<file path="config.mk">
export PLATFORM = sky130hd
export DESIGN_NAME = bs_cmd_sequencer
export DESIGN_NICKNAME = d
export VERILOG_FILES = /design/src/rtl/bs_cmd_sequencer.sv
export SDC_FILE = /design/constraint.sdc
export NUM_CORES = 1
export LEC_CHECK = 0
export CAP_MARGIN = 20
export CELL_PAD_IN_SITES_DETAIL_PLACEMENT = 0
export CELL_PAD_IN_SITES_GLOBAL_PLACEMENT = 1
export CORE_AREA = 2 2 158 121
export DETAILED_ROUTE_END_ITERATION = 10
export DIE_AREA = 0 0 160 123
export DONT_BUFFER_PORTS = 1
export PLACE_DENSITY = 0.83
export RECOVER_POWER = 25
export SETUP_SLACK_MARGIN = 0.5
export SYNTH_ARGS = -nofsm -noshare
export SYNTH_HDL_FRONTEND = slang
export SYNTH_SLANG_ARGS = --single-unit
</file>
<file path="constraint.sdc">
create_clock -name clk -period 5.16 [get_ports clk]
set_clock_uncertainty 0.2 [all_clocks]
set_input_delay 1.548 -clock clk [delete_from_list [all_inputs] [get_ports clk]]
set_output_delay 1.548 -clock clk [all_outputs]
set_load 0.01 [all_outputs]
</file>
<file path="src/rtl/bs_cmd_sequencer.sv">
// Command queue, issue register and result register around a barrel shifter.
// Optional BS_SELF_CHECK_EN adds a sticky err_flag from a shadow shifter.
module bs_cmd_sequencer #(
   parameter int DATA_W     = 32,
   parameter int AMT_W      = 5,
   parameter int FIFO_DEPTH = 4
) (
   input  logic                        clk,
   input  logic                        reset,
   input  logic                        cmd_valid,
   output logic                        cmd_ready,
   input  logic [DATA_W-1:0]           cmd_data,
   input  logic [AMT_W-1:0]            cmd_amt,
   input  logic                        cmd_left_right,
   input  logic                        cmd_shift_rotate,
   output logic [DATA_W-1:0]           bs_data_in,
   output logic [AMT_W-1:0]            bs_shift_amt,
   output logic                        bs_left_right,
   output logic                        bs_shift_rotate,
   input  logic [DATA_W-1:0]           bs_data_out,
   output logic                        res_valid,
   input  logic                        res_ready,
   output logic [DATA_W-1:0]           res_data,
`ifdef BS_SELF_CHECK_EN
   output logic [$clog2(FIFO_DEPTH):0] fifo_count,
   output logic                        err_flag
`else
   output logic [$clog2(FIFO_DEPTH):0] fifo_count
`endif
);

   localparam int PW = $clog2(FIFO_DEPTH);
   localparam int CW = PW + 1;
   localparam int EW = DATA_W + AMT_W + 2;

   typedef enum logic [1:0] {
      IDLE,
      ISSUE,
      RESP
   } state_e;

   state_e            state_q, state_d;
   logic [PW-1:0]     rd_ptr_q, rd_ptr_d;
   logic [PW-1:0]     wr_ptr_q, wr_ptr_d;
   logic [CW-1:0]     count_q, count_d;
   logic [EW-1:0]     mem_q [FIFO_DEPTH];
   logic [EW-1:0]     mem_d [FIFO_DEPTH];
   logic [EW-1:0]     iss_q, iss_d;
   logic [DATA_W-1:0] res_data_q, res_data_d;
   logic              res_valid_q, res_valid_d;
   logic              rdy_en_q;
   logic              push, pop, empty;

`ifdef BS_SELF_CHECK_EN
   logic err_q, err_d;

   function automatic logic [DATA_W-1:0] shf(
      input logic [EW-1:0] c
   );
      logic [DATA_W-1:0] d;
      int                a;
      d = c[DATA_W-1:0];
      a = int'(c[DATA_W+AMT_W-1:DATA_W]);
      if (c[EW-1])
         shf = (d << a) |
               (c[EW-2] ? d >> (DATA_W - a) : '0);
      else
         shf = (d >> a) |
               (c[EW-2] ? d << (DATA_W - a) : '0);
   endfunction

   assign err_flag = err_q;
`endif

   // ready is held off until the first edge after reset release
   assign cmd_ready  = rdy_en_q &&
                       (count_q != CW'(FIFO_DEPTH));
   assign empty      = (count_q == '0);
   assign push       = cmd_valid && cmd_ready;
   assign fifo_count = count_q;
   assign res_valid  = res_valid_q;
   assign res_data   = res_data_q;
   assign {bs_left_right, bs_shift_rotate,
           bs_shift_amt, bs_data_in} = iss_q;

   always_comb begin
      state_d     = state_q;
      rd_ptr_d    = rd_ptr_q;
      wr_ptr_d    = wr_ptr_q;
      mem_d       = mem_q;
      iss_d       = iss_q;
      res_data_d  = res_data_q;
      res_valid_d = res_valid_q;
      pop         = 1'b0;
`ifdef BS_SELF_CHECK_EN
      err_d       = err_q;
`endif
      unique case (state_q)
         IDLE: begin
            if (!empty) begin
               pop     = 1'b1;
               state_d = ISSUE;
            end
         end
         ISSUE: begin
            res_data_d  = bs_data_out;
            res_valid_d = 1'b1;
            state_d     = RESP;
`ifdef BS_SELF_CHECK_EN
            if (bs_data_out != shf(iss_q))
               err_d = 1'b1;
`endif
         end
         RESP: begin
            if (res_valid_q && res_ready) begin
               res_valid_d = 1'b0;
               if (!empty) begin
                  pop     = 1'b1;
                  state_d = ISSUE;
               end else begin
                  state_d = IDLE;
               end
            end
         end
         default: state_d = IDLE;
      endcase
      if (pop) begin
         iss_d    = mem_q[rd_ptr_q];
         rd_ptr_d = rd_ptr_q + PW'(1);
      end
      if (push) begin
         mem_d[wr_ptr_q] = {cmd_left_right,
                            cmd_shift_rotate,
                            cmd_amt, cmd_data};
         wr_ptr_d = wr_ptr_q + PW'(1);
      end
      count_d = count_q + CW'(push) - CW'(pop);
   end

   always_ff @(posedge clk) begin
      if (!reset) begin
         state_q     <= IDLE;
         rd_ptr_q    <= '0;
         wr_ptr_q    <= '0;
         count_q     <= '0;
         iss_q       <= '0;
         res_data_q  <= '0;
         res_valid_q <= 1'b0;
         rdy_en_q    <= 1'b0;
`ifdef BS_SELF_CHECK_EN
         err_q       <= 1'b0;
`endif
      end else begin
         state_q     <= state_d;
         rd_ptr_q    <= rd_ptr_d;
         wr_ptr_q    <= wr_ptr_d;
         count_q     <= count_d;
         iss_q       <= iss_d;
         res_data_q  <= res_data_d;
         res_valid_q <= res_valid_d;
         rdy_en_q    <= 1'b1;
`ifdef BS_SELF_CHECK_EN
         err_q       <= err_d;
`endif
      end
   end

   // queue storage needs no reset: occupancy is tracked by count_q
   always_ff @(posedge clk) begin
      mem_q <= mem_d;
   end

endmodule

</file>
==> After elaboration in Yosys (flattened, before gate mapping) <==
Index checks and enable logic that the tools add are counted.
{ "totals": {"output_inout_bits": 76, "register_bits": 238, "in_bits": 75} }
{ "classes": {"reduce_logical": 9, "add_sub_neg": 4, "eq_ne": 5, "mux": 16, "bitwise": 2, "order_cmp": 3} }
{ "op_table": {"columns": ["op", "count"], "rows": [
  ["156-bit bitwise mux", 1],
  ["39-bit 2-to-1 mux", 3],
  ["39-bit binary-select mux with 2-bit select", 1],
  ["39-bit demux with 2-bit select", 1],
  ["3-bit greater-or-equal comparator, second input constant", 2],
  ["2-bit inverter with 3-bit output", 2],
  ["2-bit one-hot mux with 3 select lines", 1],
  ["1-bit 2-to-1 mux", 5],
  ["2-bit by 1-bit adder with 2-bit output, second input constant", 2],
  ["1-bit logical AND", 4],
  ["2-bit 2-to-1 mux", 2],
  ["2-bit inequality test, second input constant", 2],
  ["1-bit one-hot mux with 2 select lines", 2],
  ["2-bit AND reduction", 2],
  ["3-bit by 1-bit adder with 3-bit output", 1],
  ["3-bit zero test", 1],
  ["3-bit by 1-bit less-than comparator with 1-bit output, second input constant", 1],
  ["3-bit inequality test, second input constant", 1],
  ["3-bit by 1-bit subtractor with 3-bit output", 1],
  ["2-bit by 1-bit == test with 1-bit output, second input constant", 1],
  ["2-bit == test, second input constant", 1],
  ["2-bit zero test", 1],
  ["2-bit nonzero test", 1]
]} }

==> Longest topological paths before layout <==
Gate-level depths: netlist of the first run.
{ "depth": {"depth_word": 6, "mapped_depth": 10} }

==> Worst setup path before layout of the first run <==
No wires, ideal clock.
{ "synth_path": {"path_type": "input-to-reg", "startpoint": "input port res_ready", "endpoint": "register count_q[2], in the netlist fifo_count[2]", "required_ns": 4.845, "path_buffers": 1, "arrival_time_ns": 3.360, "cell_stages": 10, "slack_ns": 1.485, "cell_sequence": "a21boi_2 > buf_2 > nor3_2 > ha_1 > inv_1 > ha_1 > fa_1 > xor2_1 > xnor2_1 > and2_1"} }
{ "synth_via": {"elab_chain_cells": 4} }
{ "synth_lines": {"columns": ["element", "line_no", "text"], "rows": [
  ["start: declaration", "22", "input logic res_ready,"],
  ["1-bit logical AND", "115", "if (res_valid_q && res_ready) begin"],
  ["1-bit 2-to-1 mux", "115", null],
  ["1-bit one-hot mux with 2 select lines", "98", "unique case (state_q)"],
  ["via pop", "52", "logic push, pop, empty;"],
  ["3-bit by 1-bit subtractor with 3-bit output", "137", "count_d = count_q + CW'(push) - CW'(pop);"],
  ["end signal: assignment", "157", "count_q <= count_d;"],
  ["end: declaration", "45", "logic [CW-1:0] count_q, count_d;"]
]} }
The timed path passes the listed nets, and every way through them passes these cells.
A chain may end at the register's enable or synchronous reset.

==> Worst setup path in the final report of the first run <==
{ "layout_path": {"startpoint": "register count_q[2], in the netlist fifo_count[2]", "endpoint": "output port cmd_ready"} }
{ "layout_via": {"elab_chain_cells": 2} }
{ "layout_lines": {"columns": ["element", "line_no", "text"], "rows": [
  ["3-bit inequality test", "77", "(count_q != CW'(FIFO_DEPTH));"],
  ["1-bit logical AND", "76", "assign cmd_ready = rdy_en_q &&"],
  ["end: declaration", "11", "output logic cmd_ready,"]
]} }
No other way between the ends.

==> summary.txt, run 1 <==
Logic synthesis
  • Ranking of synthesized cells by area: edfxtp_1 53%, dfxtp_1 18%, mux4_2 9.6%
  • Top cells by instance count after synthesis: 156 x edfxtp_1, 82 x dfxtp_1, 67 x nand2_1
  • Cell Area, Synth: between 8000 and 9000 µm²
  • Area share of the largest cell type after synthesis: 52.7%
  • EDFF count, synth: 156
  • Most used flip-flop cell after synthesis: edfxtp_1
  • Syn. warnings: 0
  • Post-Syn Area per Cell: 16.3 µm²
  • Post-synthesis cell count: ~550
  • Synth unique cells: 34
  • Sequential-to-total area share from yosys stat: 71.1%
  • Synth area leader: edfxtp_1
  • Net Count, Synth: 628
  • Ys async rst share: 0%
  • FF+latch count, synth: ~240
  • Count leader, synth: edfxtp_1

Global routing
  • Initial antenna violation count: 0
  • Number of global-route vias before repair: 4684
  • First-pass GRT wire length: 26300 µm
  • Total grt overflow: 0
  • Largest net degree at the start of global routing: 49
  • Tot GR Track Use: around 17%

Timing
  • Final setup fails: 0
  • Achievable frequency: 0.287 GHz
  • Fin. Hold Viols: 0
  • Period utilisation layout: 67.4%
  • Fin Hold WS: 0.310 ns
  • Period minus WS final: 3.48 ns
  • Slew Limit Headroom: about a quarter
  • Slew @ Worst Pin: 1.11 ns
  • RSZ-0062 raised after global routing: false
  • Slew Viols, Final: 0
  • TNS Setup: 0 ns
  • Worst path setup slack after routing: 1.68 ns

Power
  • Cell Pwr Density: 543 nW/µm²
  • Leak Pwr: 3.69 nW
  • Max IR drop VDD: about 0.35 mV
  • Tot Pwr: 0.00544 W

Worst hold path
  • Worst Hold Depth: 2
  • Min-delay worst type: reg2reg

Worst setup path
  • Crit path capture type: output pin
  • CP cell instances: or3b_1 -> and2_1
  • Reg2reg path depth: 9
  • Worst Path Arrival: 1.73 ns
  • Crit path kind: reg2out
  • Slowest-stage cell, CP: dfxtp_1
  • CP required: 3.41 ns
  • Worst setup SP type: flip-flop
  • Worst-path fanout max: 7
  • CP max stage delay: 0.51 ns

Place
  • Routability congestion estimate: 0.689
  • Post-DP HPWL: about 10000 µm
  • PortBufs: 0
  • Placement Setup Slack: 1.35 ns
  • Area after DPL: 9070 µm²

Drt
  • Drc violations: 0
  • Routed vias/inst: around 5.8
  • Via count: 4680
  • Antenna-violating nets left: 0
  • Drt pass-1 iters: 5
  • Starting DRT DRC Count: 388
  • Post-DR wirelength/cell: 21.9 µm
  • DRT Wirelength: 17600 µm

Die
  • DIE HEIGHT: roughly 120 µm
  • Row cnt: 43
  • Initial Utilization: 48.9%
  • # IOs: 151
  • Die area: 19700 µm²
  • Core footprint: 18200 µm²
  • Die width: between 150 and 200 µm

CTS
  • CTS tree: done
  • Cts repair resizes: 0
  • Clk root buf: clkbuf_16
  • Hold Buf Count CTS: 0
  • Clock transition at path regs: 0.06 ns
  • Post-CTS setup buffer count: 0
  • Clock Latency Late Sink: about 0.5 ns
  • Total clock sinks: roughly 240
  • CTS buffer count: 24
  • Max Root-Sink Buffers: 3
  • # H-tree levels: 1

Final layout
  • Design area: 10000 µm²
  • Ratio of cells with drive above 1 in the final layout: 18.3%
  • Net count reported at finish: 622
  • Ant. Diodes: 0
  • Layout fillers: 1450
  • Area growth syn-to-layout: 12.7%

Flow run
  • Maximum Capacitance Violations: 0

Outcome
  • Status: complete, no violations
## layout by cell type, fill, tap and decap left out, types with 3 or more instances in the layout
cell and n:
and3_2 4, clkinv_1 3, nor2_1 3, clkbuf_16 25, and2_1 5, buf_16 3
dfxtp_1 79, nand2b_1 3, edfxtp_1 156, inv_1 7, a21oi_1 34, nand2_1 67
clkinv_2 7, mux4_2 38, bufinv_16 4, a21o_1 39, o311a_1 39, buf_4 3
ha_1 6
## stage by stage
step	util, %	instances
floorplan	-	546
global placement	49.9	755
detailed placement	49.9	755
CTS	54.4	799
global route	55.1	805
finish	55.1	805
## logic make-up after synthesis
family / synth area share (%)
flip-flops: 71.1
AND/OR/NAND/NOR: 4.70
buffers and inverters: 2.78
XOR/XNOR: 0.197
AO/OA/AOI/OAI: 10.0
adder cells (fa/ha/maj): 1.07
multiplexers: 10.1
## power by group
part | switching, W | internal, W | leakage (nW) | total [W]
sequential | 0.000408 | 0.00230 | 2.09 | 0.00271
combinational | 0.000481 | 0.000468 | 1.20 | 0.000949
clock | 0.000698 | 0.00108 | 0.404 | 0.00178
total | 0.00159 | 0.00385 | 3.69 | 0.00544
## state kept, by name, indices dropped and copies added, names as in the netlist
name	flops
rd_ptr_q	2
rdy_en_q	1
wr_ptr_q	2
res_valid	1
mem_q	156
res_data	32
fifo_count	3
iss_q	39
state_q	2
## metal layers
| layer | routed length (µm) | GRT usage, % | part of all wire, % |
|---|---|---|---|
| met1 | 7090 | 22.1 | 40 |
| met2 | 8570 | 28.6 | 49 |
| met3 | 1610 | 6.31 | 9.2 |
| met4 | 332 | 5.01 | 1.9 |
| met5 | 0 | 0 | 0 |
## worst max-delay path: cells and delay by family (launching register included)
family,cells,cell delay (ns)
DFF,1,0.51
and+or+nand+nor,2,0.72
## final timing paths
path / from / end / slack [ns]
setup / recovery: fifo_count[2]$_SDFF_PN0_ / cmd_ready / 1.68
hold / removal: res_data[13]$_SDFFE_PN0P_ / res_data[13]$_SDFFE_PN0P_ / 0.31
setup reg to reg: fifo_count[1]$_SDFF_PN0_ / fifo_count[2]$_SDFF_PN0_ / 2.12
hold reg to reg: res_data[13]$_SDFFE_PN0P_ / res_data[13]$_SDFFE_PN0P_ / 0.31
## layout make-up
type                    instances  area [µm²]  share of cell area (%)
well taps                     247         309                    3.08
repair buffers                 10         175                    1.75
inverters                       8        30.0                   0.299
clock inverters                18         198                    1.97
multi-input cells             258        2350                    23.5
flip-flops and latches        238        6330                    63.2
clock buffers                  26         629                    6.28
No activity file was read; power rests on OpenSTA's default activity.
==> run 2, diff against run 1 <==
==> constraint.sdc (replaced) <==
create_clock -name clk -period 3.5 [get_ports clk]
set_clock_uncertainty 0.2 [all_clocks]
set_input_delay 1.05 -clock clk [delete_from_list [all_inputs] [get_ports clk]]
set_output_delay 1.05 -clock clk [all_outputs]
set_load 0.01 [all_outputs]
==> run 2 against run 1 <==
Via count rose by 0.66%. Total power up 44%. Die area did not move. Non-clock buffer count increased by 6. Worst hold slack lost 0.0082 ns. Highest routed layer unchanged.
==> summary.txt, run 2 (synthesis gave the netlist of run 1 again) <==
Outcome
  • Status: complete, no violations

Place
  • PortBufs: 0
  • Post-DP HPWL: approximately 11000 µm
  • Routability congestion estimate: about 0.7
  • Cell count after placement: 764

Timing
  • TNS Setup: 0 ns
  • Slew Limit Headroom: 35.9%
  • Final setup fails: 0
  • Slew Viols, Final: 0
  • Period utilisation layout: 83.5%
  • Fin Hold WS: 0.302 ns
  • Achievable frequency: 0.342 GHz
  • Slew @ Worst Pin: 0.954 ns
  • RSZ-0062 raised after global routing: false
  • Period minus WS final: 2.92 ns
  • Fin. Hold Viols: 0

Final layout
  • Most common cell after layout, fill and taps aside: edfxtp_1
  • Most flop-heavy register: mem_q
  • Layout Utilization: between 50% and 60%
  • Ant. Diodes: 0
  • Layout fillers: about 1500
  • Max reg flops: 156
  • Area growth syn-to-layout: 11.3%
  • Ratio of cells with drive above 1 in the final layout: 18.2%
  • Most frequent cells in the layout: 156 x edfxtp_1, 78 x dfxtp_1, 67 x nand2_1, 39 x o311a_1, 39 x a21o_1
  • Final non-filler cell total: 808
  • Net count reported at finish: around 630

Worst setup path
  • Slowest-stage cell, CP: or3b_1
  • Crit path capture type: output pin
  • RR Startpoint: fifo_count[1]$_SDFF_PN0_
  • Worst setup SP type: flip-flop
  • Crit path to: cmd_ready
  • Register-to-register setup slack: 0.93 ns
  • Reg2reg path depth: 5
  • CP cell instances: or3b_1 -> and2_1
  • CP max stage delay: 0.52 ns
  • Worst r2r dst: iss_q[0]$_SDFFE_PN0P_
  • Crit path kind: reg2out
  • CP required: 2.25 ns
  • Setup crit start: fifo_count[1]$_SDFF_PN0_
  • Worst Path Arrival: around 1.7 ns
  • Worst-path fanout max: 7

Drt
  • Post-DR wirelength/cell: about 22 µm
  • Starting DRT DRC Count: approximately 420
  • Via count: roughly 4700
  • Routed vias/inst: 5.83
  • Drc violations: 0
  • DRT Wirelength: 18100 µm
  • Drt pass-1 iters: 4
  • Antenna-violating nets left: 0

CTS
  • Cts repair resizes: 0
  • Clk root buf: clkbuf_16
  • Clock Latency Late Sink: 0.49 ns
  • Post-CTS setup buffer count: 0
  • Max Root-Sink Buffers: 3
  • CTS tree: done
  • CTS buffer count: 23
  • Clock transition at path regs: 0.06 ns
  • # H-tree levels: 1
  • Total clock sinks: 238
  • Hold Buf Count CTS: 0

Flow run
  • Maximum Capacitance Violations: 0

Power
  • Max IR drop VDD: approximately 0.42 mV
  • Cell Pwr Density: between 700 and 800 nW/µm²
  • Tot Pwr: 0.00782 W
  • Leak Pwr: 3.65 nW

Global routing
  • First-pass GRT wire length: 27700 µm
  • Number of global-route vias before repair: 4921
  • Largest net degree at the start of global routing: 49
  • Tot GR Track Use: between 10% and 20%
  • Initial antenna violation count: 0
  • Total grt overflow: 0

Die
  • Initial Utilization: 48.9%
  • # IOs: 151
  • Die width: about 160 µm
  • Die area: 19700 µm²
  • DIE HEIGHT: roughly 120 µm
  • Core footprint: 18200 µm²
  • Row cnt: 43

Worst hold path
  • Min-delay worst type: reg2reg
  • Worst Hold Depth: 2
==> run 2: critical path, delay by kind of cell (launching register included) <==
kind	cells	cell delay [ns]
AND/OR/NAND/NOR	2	0.77
flip-flops	1	0.42
==> run 2: power breakdown <==
part | switching [W] | total (W) | internal (W) | leakage, nW
registers | 0.000571 | 0.00397 | 0.00339 | 2.09
logic | 0.000764 | 0.00146 | 0.000694 | 1.20
clock network | 0.000968 | 0.00239 | 0.00143 | 0.361
==> run 2: cell type report <==
class                           instances  area, µm²  area share [%]
Inverter                                8       30.0           0.303
Tap cell                              247        309            3.12
Timing Repair Buffer                   16        144            1.45
Clock buffer                           28        594            6.00
Sequential cell                       238       6330            64.0
Multi-Input combinational cell        258       2360            23.8
Clock inverter                         13        135            1.36
==> run 2: metal layers <==
layer / vias up / track usage [%] / part of all wire, %
li1: 2112 / - / -
met1: 2401 / 23.4 / 40
met2: 175 / 30.0 / 48
met3: 23 / 7.08 / 10
met4: 0 / 4.28 / 1.7
met5: - / 0 / 0
==> run 2: per-stage QoR <==
stage | area [µm²] | setup slack [ns]
2_1_floorplan | 8910 | 0.497
3_3_place_gp | 9130 | 0.548
3_5_place_dp | 9130 | 0.520
4_1_cts | 9850 | 0.504
5_1_grt | 9900 | 0.513
6_report | 9900 | 0.578
==> run 2: worst min-delay path by stage <==
stage	from	slack (ns)	endpoint
2_1_floorplan	state_q[1]$_SDFFE_PN0P_	0.27	state_q[1]$_SDFFE_PN0P_
3_3_place_gp	res_data[25]$_SDFFE_PN0P_	0.29	res_data[25]$_SDFFE_PN0P_
3_5_place_dp	res_data[23]$_SDFFE_PN0P_	0.29	res_data[23]$_SDFFE_PN0P_
4_1_cts	res_data[23]$_SDFFE_PN0P_	0.30	res_data[23]$_SDFFE_PN0P_
5_1_grt	res_data[26]$_SDFFE_PN0P_	0.33	res_data[26]$_SDFFE_PN0P_
6_report	res_data[23]$_SDFFE_PN0P_	0.30	res_data[23]$_SDFFE_PN0P_
==> run 3, diff against run 2 <==
==> constraint.sdc (replaced) <==
create_clock -name clk -period 2.7 [get_ports clk]
set_clock_uncertainty 0.2 [all_clocks]
set_input_delay 0.81 -clock clk [delete_from_list [all_inputs] [get_ports clk]]
set_output_delay 0.81 -clock clk [all_outputs]
set_load 0.01 [all_outputs]
==> run 3 against run 2 <==
Final cell count grew 0.99%. Clock power is 36% higher. Register-to-register slack got worse by 0.47 ns. Wire length decreased by 0.29%. Critical path depth unchanged. Worst hold slack lost 0.16 ns. Sequential share of layout area shrank 0.95 points. Non-clock buffer count is 8 higher. Sequential power rose by 28%. First-iteration DRC count shrank 21%. Highest routed layer unchanged. Total power rose by 33%. Combinational power increased by 40%.
==> summary.txt, run 3 (synthesis gave the netlist of run 1 again) <==
Final layout
  • Layout fillers: 1425
  • Ant. Diodes: 0
  • Sequential cell area: 6340 µm²
  • Net count reported at finish: 635
  • Design area: 10100 µm²
  • Area growth syn-to-layout: 13.1%
  • Most flop-heavy register: mem_q
  • Area of the multi-input gates: 2370 µm²
  • Most frequent cells in the layout: 156 x edfxtp_1, 74 x dfxtp_1, 67 x nand2_1, 39 x o311a_1, 39 x a21o_1
  • Most common cell after layout, fill and taps aside: edfxtp_1
  • Max reg flops: 156
  • Ratio of cells with drive above 1 in the final layout: roughly a fifth

Timing
  • Final setup fails: 0
  • Slew @ Worst Pin: approximately 0.57 ns
  • Period utilisation layout: 91.3%
  • Achievable frequency: 0.406 GHz
  • Slew Viols, Final: 0
  • Slew Limit Headroom: 62.2%
  • RSZ-0062 raised after global routing: true
  • Period minus WS final: 2.46 ns
  • Fin. Hold Viols: 0

Global routing
  • Grt met2 use: 30.4%
  • First-pass GRT wire length: 27100 µm
  • GRT busiest layer: met2
  • Tot GR Track Use: 18.0%
  • Initial antenna violation count: 0
  • Routing usage on met1: 21.7%
  • Number of global-route vias before repair: 4769
  • Total grt overflow: 0
  • GRT met3 Usage: 7.48%
  • Largest net degree at the start of global routing: 49

Die
  • Initial Utilization: ~49%
  • Die area: 19700 µm²
  • # IOs: 151
  • Die width: 160 µm
  • Row cnt: 43
  • Core footprint: 18200 µm²
  • DIE HEIGHT: ~120 µm

Drt
  • Starting DRT DRC Count: about 340
  • Post-DR wirelength/cell: 22.2 µm
  • Antenna-violating nets left: 0
  • Drt pass-1 iters: 5
  • Routed vias/inst: 5.78
  • Drc violations: 0
  • DRT Wirelength: 18100 µm
  • Via count: 4718

CTS
  • Max Root-Sink Buffers: 3
  • Clock Latency Late Sink: roughly 0.50 ns
  • Clock transition at path regs: 0.06 ns
  • CTS buffer count: 23
  • Hold Buf Count CTS: 0
  • Clk root buf: clkbuf_16
  • CTS tree: done
  • # H-tree levels: 1
  • Total clock sinks: about 240

Worst setup path
  • CP cell instances: or3b_4 -> and2_4
  • Worst Path Arrival: 1.45 ns
  • CP delay by family, top: simple AND/OR/NAND/NOR gates
  • CP required: between 1.5 and 2 ns
  • Register-to-register setup slack: 0.46 ns
  • Crit path kind: reg2out
  • Slowest-stage cell, CP: dfxtp_4
  • Buf/Inv on CP: 0
  • Crit path capture type: output pin
  • Worst-path fanout max: 5
  • Worst setup SP type: flip-flop
  • CP max stage delay: roughly 0.40 ns

Power
  • Cell Pwr Density: 1030 nW/µm²
  • Max IR drop VDD: 0.529 mV
  • Tot Pwr: approximately 0.010 W
  • Leak Pwr: about 3.7 nW

Place
  • Routability congestion estimate: 0.703
  • Area after DPL: 9230 µm²
  • Post-DP HPWL: 11100 µm
  • PortBufs: 0

Flow run
  • Maximum Capacitance Violations: 0

Worst hold path
  • Min-delay worst type: in2reg

Outcome
  • Status: complete, no violations
[run 3: cell count changes in the layout (fill, tap and decap cells not counted), sizes merged]
cell | before | now
bufinv | 3 | 2
clkinv | 10 | 2
clkinvlp | 0 | 1
buf | 16 | 24
clkbuf | 28 | 36
[run 3: timing repair]
action	4_1_cts	5_1_grt
buffers inserted	3	1
resized for setup	8	2
hold endpoints to repair	0	0
setup endpoints to repair	3	28
pin swaps	2	2
[run 3: worst paths after layout]
path,start,endpoint,depth (start not counted)
setup / recovery,fifo_count[2]$_SDFF_PN0_,cmd_ready,2
hold / removal,reset,rdy_en_q$_DFF_P_,0
setup reg to reg,fifo_count[0]$_SDFF_PN0_,fifo_count[2]$_SDFF_PN0_,9
hold reg to reg,state_q[1]$_SDFFE_PN0P_,state_q[1]$_SDFFE_PN0P_,1
[run 3: area by class of cell]
cell class / count / share of cell area, %
Clock buffer: 36 / 7.01
Clock inverter: 5 / 0.795
Inverter: 8 / 0.298
Multi-Input combinational cell: 258 / 23.5
Sequential cell: 238 / 63.0
Tap cell: 247 / 3.07
Timing Repair Buffer: 24 / 2.29
[run 3: per-stage QoR]
stage	setup WS [ns]	TNS, ns	std cells	util (%)	hold WS, ns
3_5_place_dp	-0.00806	-0.00806	771	50.8	0.299
5_1_grt	0.177	0	816	55.4	0.110
3_3_place_gp	0.0339	0	771	50.8	0.295
2_1_floorplan	-0.0432	-0.0432	546	-	0.275
6_report	0.235	0	816	55.4	0.141
4_1_cts	0.212	0	815	55.3	0.121
[run 3: report_power, final]
part	leakage (nW)	internal (W)	total (W)	switching, W
sequential	2.09	0.00441	0.00508	0.000673
combinational	1.25	0.000986	0.00204	0.00106
clock	0.380	0.00198	0.00326	0.00128
total	3.72	0.00738	0.0104	0.00301
[run 3: routing by layer]
layer	wire (µm)	share of wire [%]	vias to the layer above
li1	-	-	2130
met1	7300	40	2445
met2	8900	49	119
met3	1600	8.8	24
met4	288	1.6	0
met5	0	0	-
[run 3: worst register-to-register path, stage by stage, from the launching register on]
cell and delay, ns:
dfxtp_2 0.38, nor3_4 0.23, nor3_2 0.07, ha_1 0.27
inv_1 0.04, ha_2 0.16, fa_2 0.33, xor2_1 0.17
xnor2_1 0.13, and2_1 0.15
==> variant, RTL diff (config.mk and constraints of run 2) <==
The parameter `AMT_W` goes from 5 to 10.
--- a/src/rtl/bs_cmd_sequencer.sv
+++ b/src/rtl/bs_cmd_sequencer.sv
@@ -3,5 +3,5 @@
 module bs_cmd_sequencer #(
    parameter int DATA_W     = 32,
-   parameter int AMT_W      = 5,
+   parameter int AMT_W      = 10,
    parameter int FIFO_DEPTH = 4
 ) (
Interface: changed (resized bs_shift_amt and cmd_amt); port bits go from 151 to 161. No check against the original RTL was run, so the function may have changed too.
==> variant against run 2 <==
Cell count is 5.0% higher. Critical endpoint unchanged. Power grew 8.7%. Non-clock buffer count fell by 4. Sequential cell count up 25. Worst hold slack better by 0.0017 ns. Cell area rose by 9.8%. Routed wire length increased by 5.5%. Utilization rose by 5.4 points. Setup slack better by 0.032 ns. Critical path type unchanged. Sequential share of layout area is 0.71 points higher. Area after synthesis is 11% higher. Die area did not move. Combinational power is 7% higher. Clock power rose by 7%.
==> variant: results (changes against run 2) <==
=========================================================================================
Run status                                                                      completed
Inserted Diodes                                                                         0   unchanged
Number of enable-type register cells in the synthesized netlist                       176   +13%
Ranking of synthesized cells by instance count                               176 x sky130_fd_sc_hd__edfxtp_1, 87 x sky130_fd_sc_hd__dfxtp_1, 67 x sky130_fd_sc_hd__nand2_1
Worst slew margin                                                                   35.3%   -0.60 points
Switching share of power                                                            29.4%   about the same
Layout Cells excl Fill                                                                848   +5.0%
Cell at the slowest stage of the critical path                               sky130_fd_sc_hd__or3b_4
Overall global routing resource usage                                               19.6%   +1.3 points
Top Family by Delay on Critical Path                                         simple AND/OR/NAND/NOR gates
Inserted Clock Buffers                                                                 25   +8.7%
Leakage                                                                           4.00 nW   +9.6%
Number of instances in the placed design                                              802   +5.0%
Largest net degree at the start of global routing                                      54   +10%
Clock-pin slew on the worst setup and hold paths                                  0.06 ns   about the same
Initial antenna violation count                                                         0   unchanged
Cell at the root of the clock tree                                           sky130_fd_sc_hd__clkbuf_16
Delay contributed by the slowest stage of the critical path                       0.49 ns   -0.03 ns
Average routed wire per standard cell                                             22.6 µm   +0.54%
Worst vdd rail ir drop                                                           0.584 mV   +39%
Top cells by area, synth                                                     sky130_fd_sc_hd__edfxtp_1 54%, sky130_fd_sc_hd__dfxtp_1 18%, sky130_fd_sc_hd__mux4_2 10%
Nets                                                                                  670   +6.9%
Fraction of final layout cells with drive strength greater than 1                   18.0%   -0.21 points
Count of H-tree levels built during CTS                                                 1   unchanged
Cell count after synthesis                                                            590   +8.1%
Max Root-Sink Buffers                                                                   3   unchanged
Top register by number of flip-flops                                                mem_q
Post-detailed-placement half-perimeter wirelength                                 10.8 mm   -4.8%
Number of nets produced by synthesis                                                  677   +7.8%
Unique cell type count in the Yosys netlist                                            34   unchanged
Post-CTS setup buffer count                                                             0   unchanged
Avg Vias per Cell                                                                    5.99   +2.8%
Type of the tightest min-delay check                                           reg -> reg
Number of warnings printed during yosys synthesis                                       0   unchanged
Proportion of register bits with asynchronous set or reset after synthesis             0%   unchanged
Largest fanout on the critical path                                                     7   unchanged
Buffers added on ports                                                                  0   unchanged
Wire length of the first global-routing pass                                      29.8 mm   +7.7%
FF-to-FF setup slack                                                              1.01 ns   +0.08 ns
Clock Latency Late Sink                                                           0.51 ns   +0.02 ns
Number of global-route vias before repair                                            5307   +7.8%
Initial DRC Count                                                                     362   -14%
Prevailing post-synth register cell                                          sky130_fd_sc_hd__edfxtp_1
Portion of the post-synthesis area used by sequential elements                      71.2%   +0.096 points
Number of flip-flops in the largest register                                          176   +13%
First drt pass iteration count                                                          5   +1
Layout filler cell count                                                             1358   -9.2%
Final Wtd Congestion                                                                0.782   +14%
=========================================================================================
==> variant: cells by family after synthesis <==
family | after synthesis | synth area share (%)
muxes | 46 | 10.2
and+or+nand+nor | 91 | 4.32
adders and majority gates | 7 | 0.963
xor gates and xnor gates | 2 | 0.178
buffers and inverters | 54 | 3.11
DFF | 263 | 71.2
AOI/OAI and AO/OA | 127 | 9.99
==> variant: through the flow <==
step           cell area, µm²  setup WS, ns  util [%]  total power [mW]  hold slack (ns)
2_1_floorplan            9880         0.514         -              5.61            0.275
6_report                10900         0.610      59.8              8.49            0.304
3_3_place_gp            10100         0.663      55.3              5.93            0.291
5_1_grt                 10900         0.553      59.8              8.90            0.325
4_1_cts                 10800         0.529      59.7              8.57            0.306
3_5_place_dp            10100         0.604      55.3              6.00            0.297
==> variant: cell type report <==
type / instances / area (µm²) / area share (%)
Clock inverter: 7 / 61.3 / 0.564
Clock buffer: 38 / 724 / 6.66
Sequential cell: 263 / 7030 / 64.7
Multi-Input combinational cell: 273 / 2550 / 23.5
Timing Repair Buffer: 12 / 158 / 1.45
Inverter: 8 / 35.0 / 0.322
Tap cell: 247 / 309 / 2.84
==> variant: tightest hold or removal path, stage by stage, from the launching register on <==
cell and delay (ns):
sky130_fd_sc_hd__dfxtp_1 0.34, sky130_fd_sc_hd__nand2_1 0.07, sky130_fd_sc_hd__a21oi_1 0.05
==> variant: what timing repair did <==
| item | CTS | global route |
|---|---|---|
| resized for setup | 1 | 1 |
| hold buffers | 0 | 0 |
| endpoints found under the setup margin | 1 | 1 |
==> variant: power by group through the flow <==
stage          sequential (mW)  clock, mW  combinational, mW
2_1_floorplan             4.15          0               1.46
3_3_place_gp              4.45          0               1.49
3_5_place_dp              4.46          0               1.54
4_1_cts                   4.40       2.62               1.55
5_1_grt                   4.46       2.73               1.71
6_report                  4.38       2.56               1.56
==> variant: path summary, 6_finish.rpt <==
kind	end	depth (start not counted)	from
worst max-delay path	cmd_ready	2	fifo_count[1]$_SDFF_PN0_
worst min-delay path	res_data[4]$_SDFFE_PN0P_	2	res_data[4]$_SDFFE_PN0P_
worst max register to register	fifo_count[2]$_SDFF_PN0_	10	fifo_count[1]$_SDFF_PN0_
worst min register to register	res_data[4]$_SDFFE_PN0P_	2	res_data[4]$_SDFFE_PN0P_
==> variant: routing by layer <==
metal / share of wire (%) / GRT usage [%] / up-vias / wire (µm)
met3: 12 / 8.32 / 34 / 2340
met5: 0 / 0 / - / 0
met4: 2.2 / 5.35 / 0 / 412
met2: 46 / 31.5 / 212 / 8810
li1: - / - / 2291 / -
met1: 40 / 24.8 / 2545 / 7570
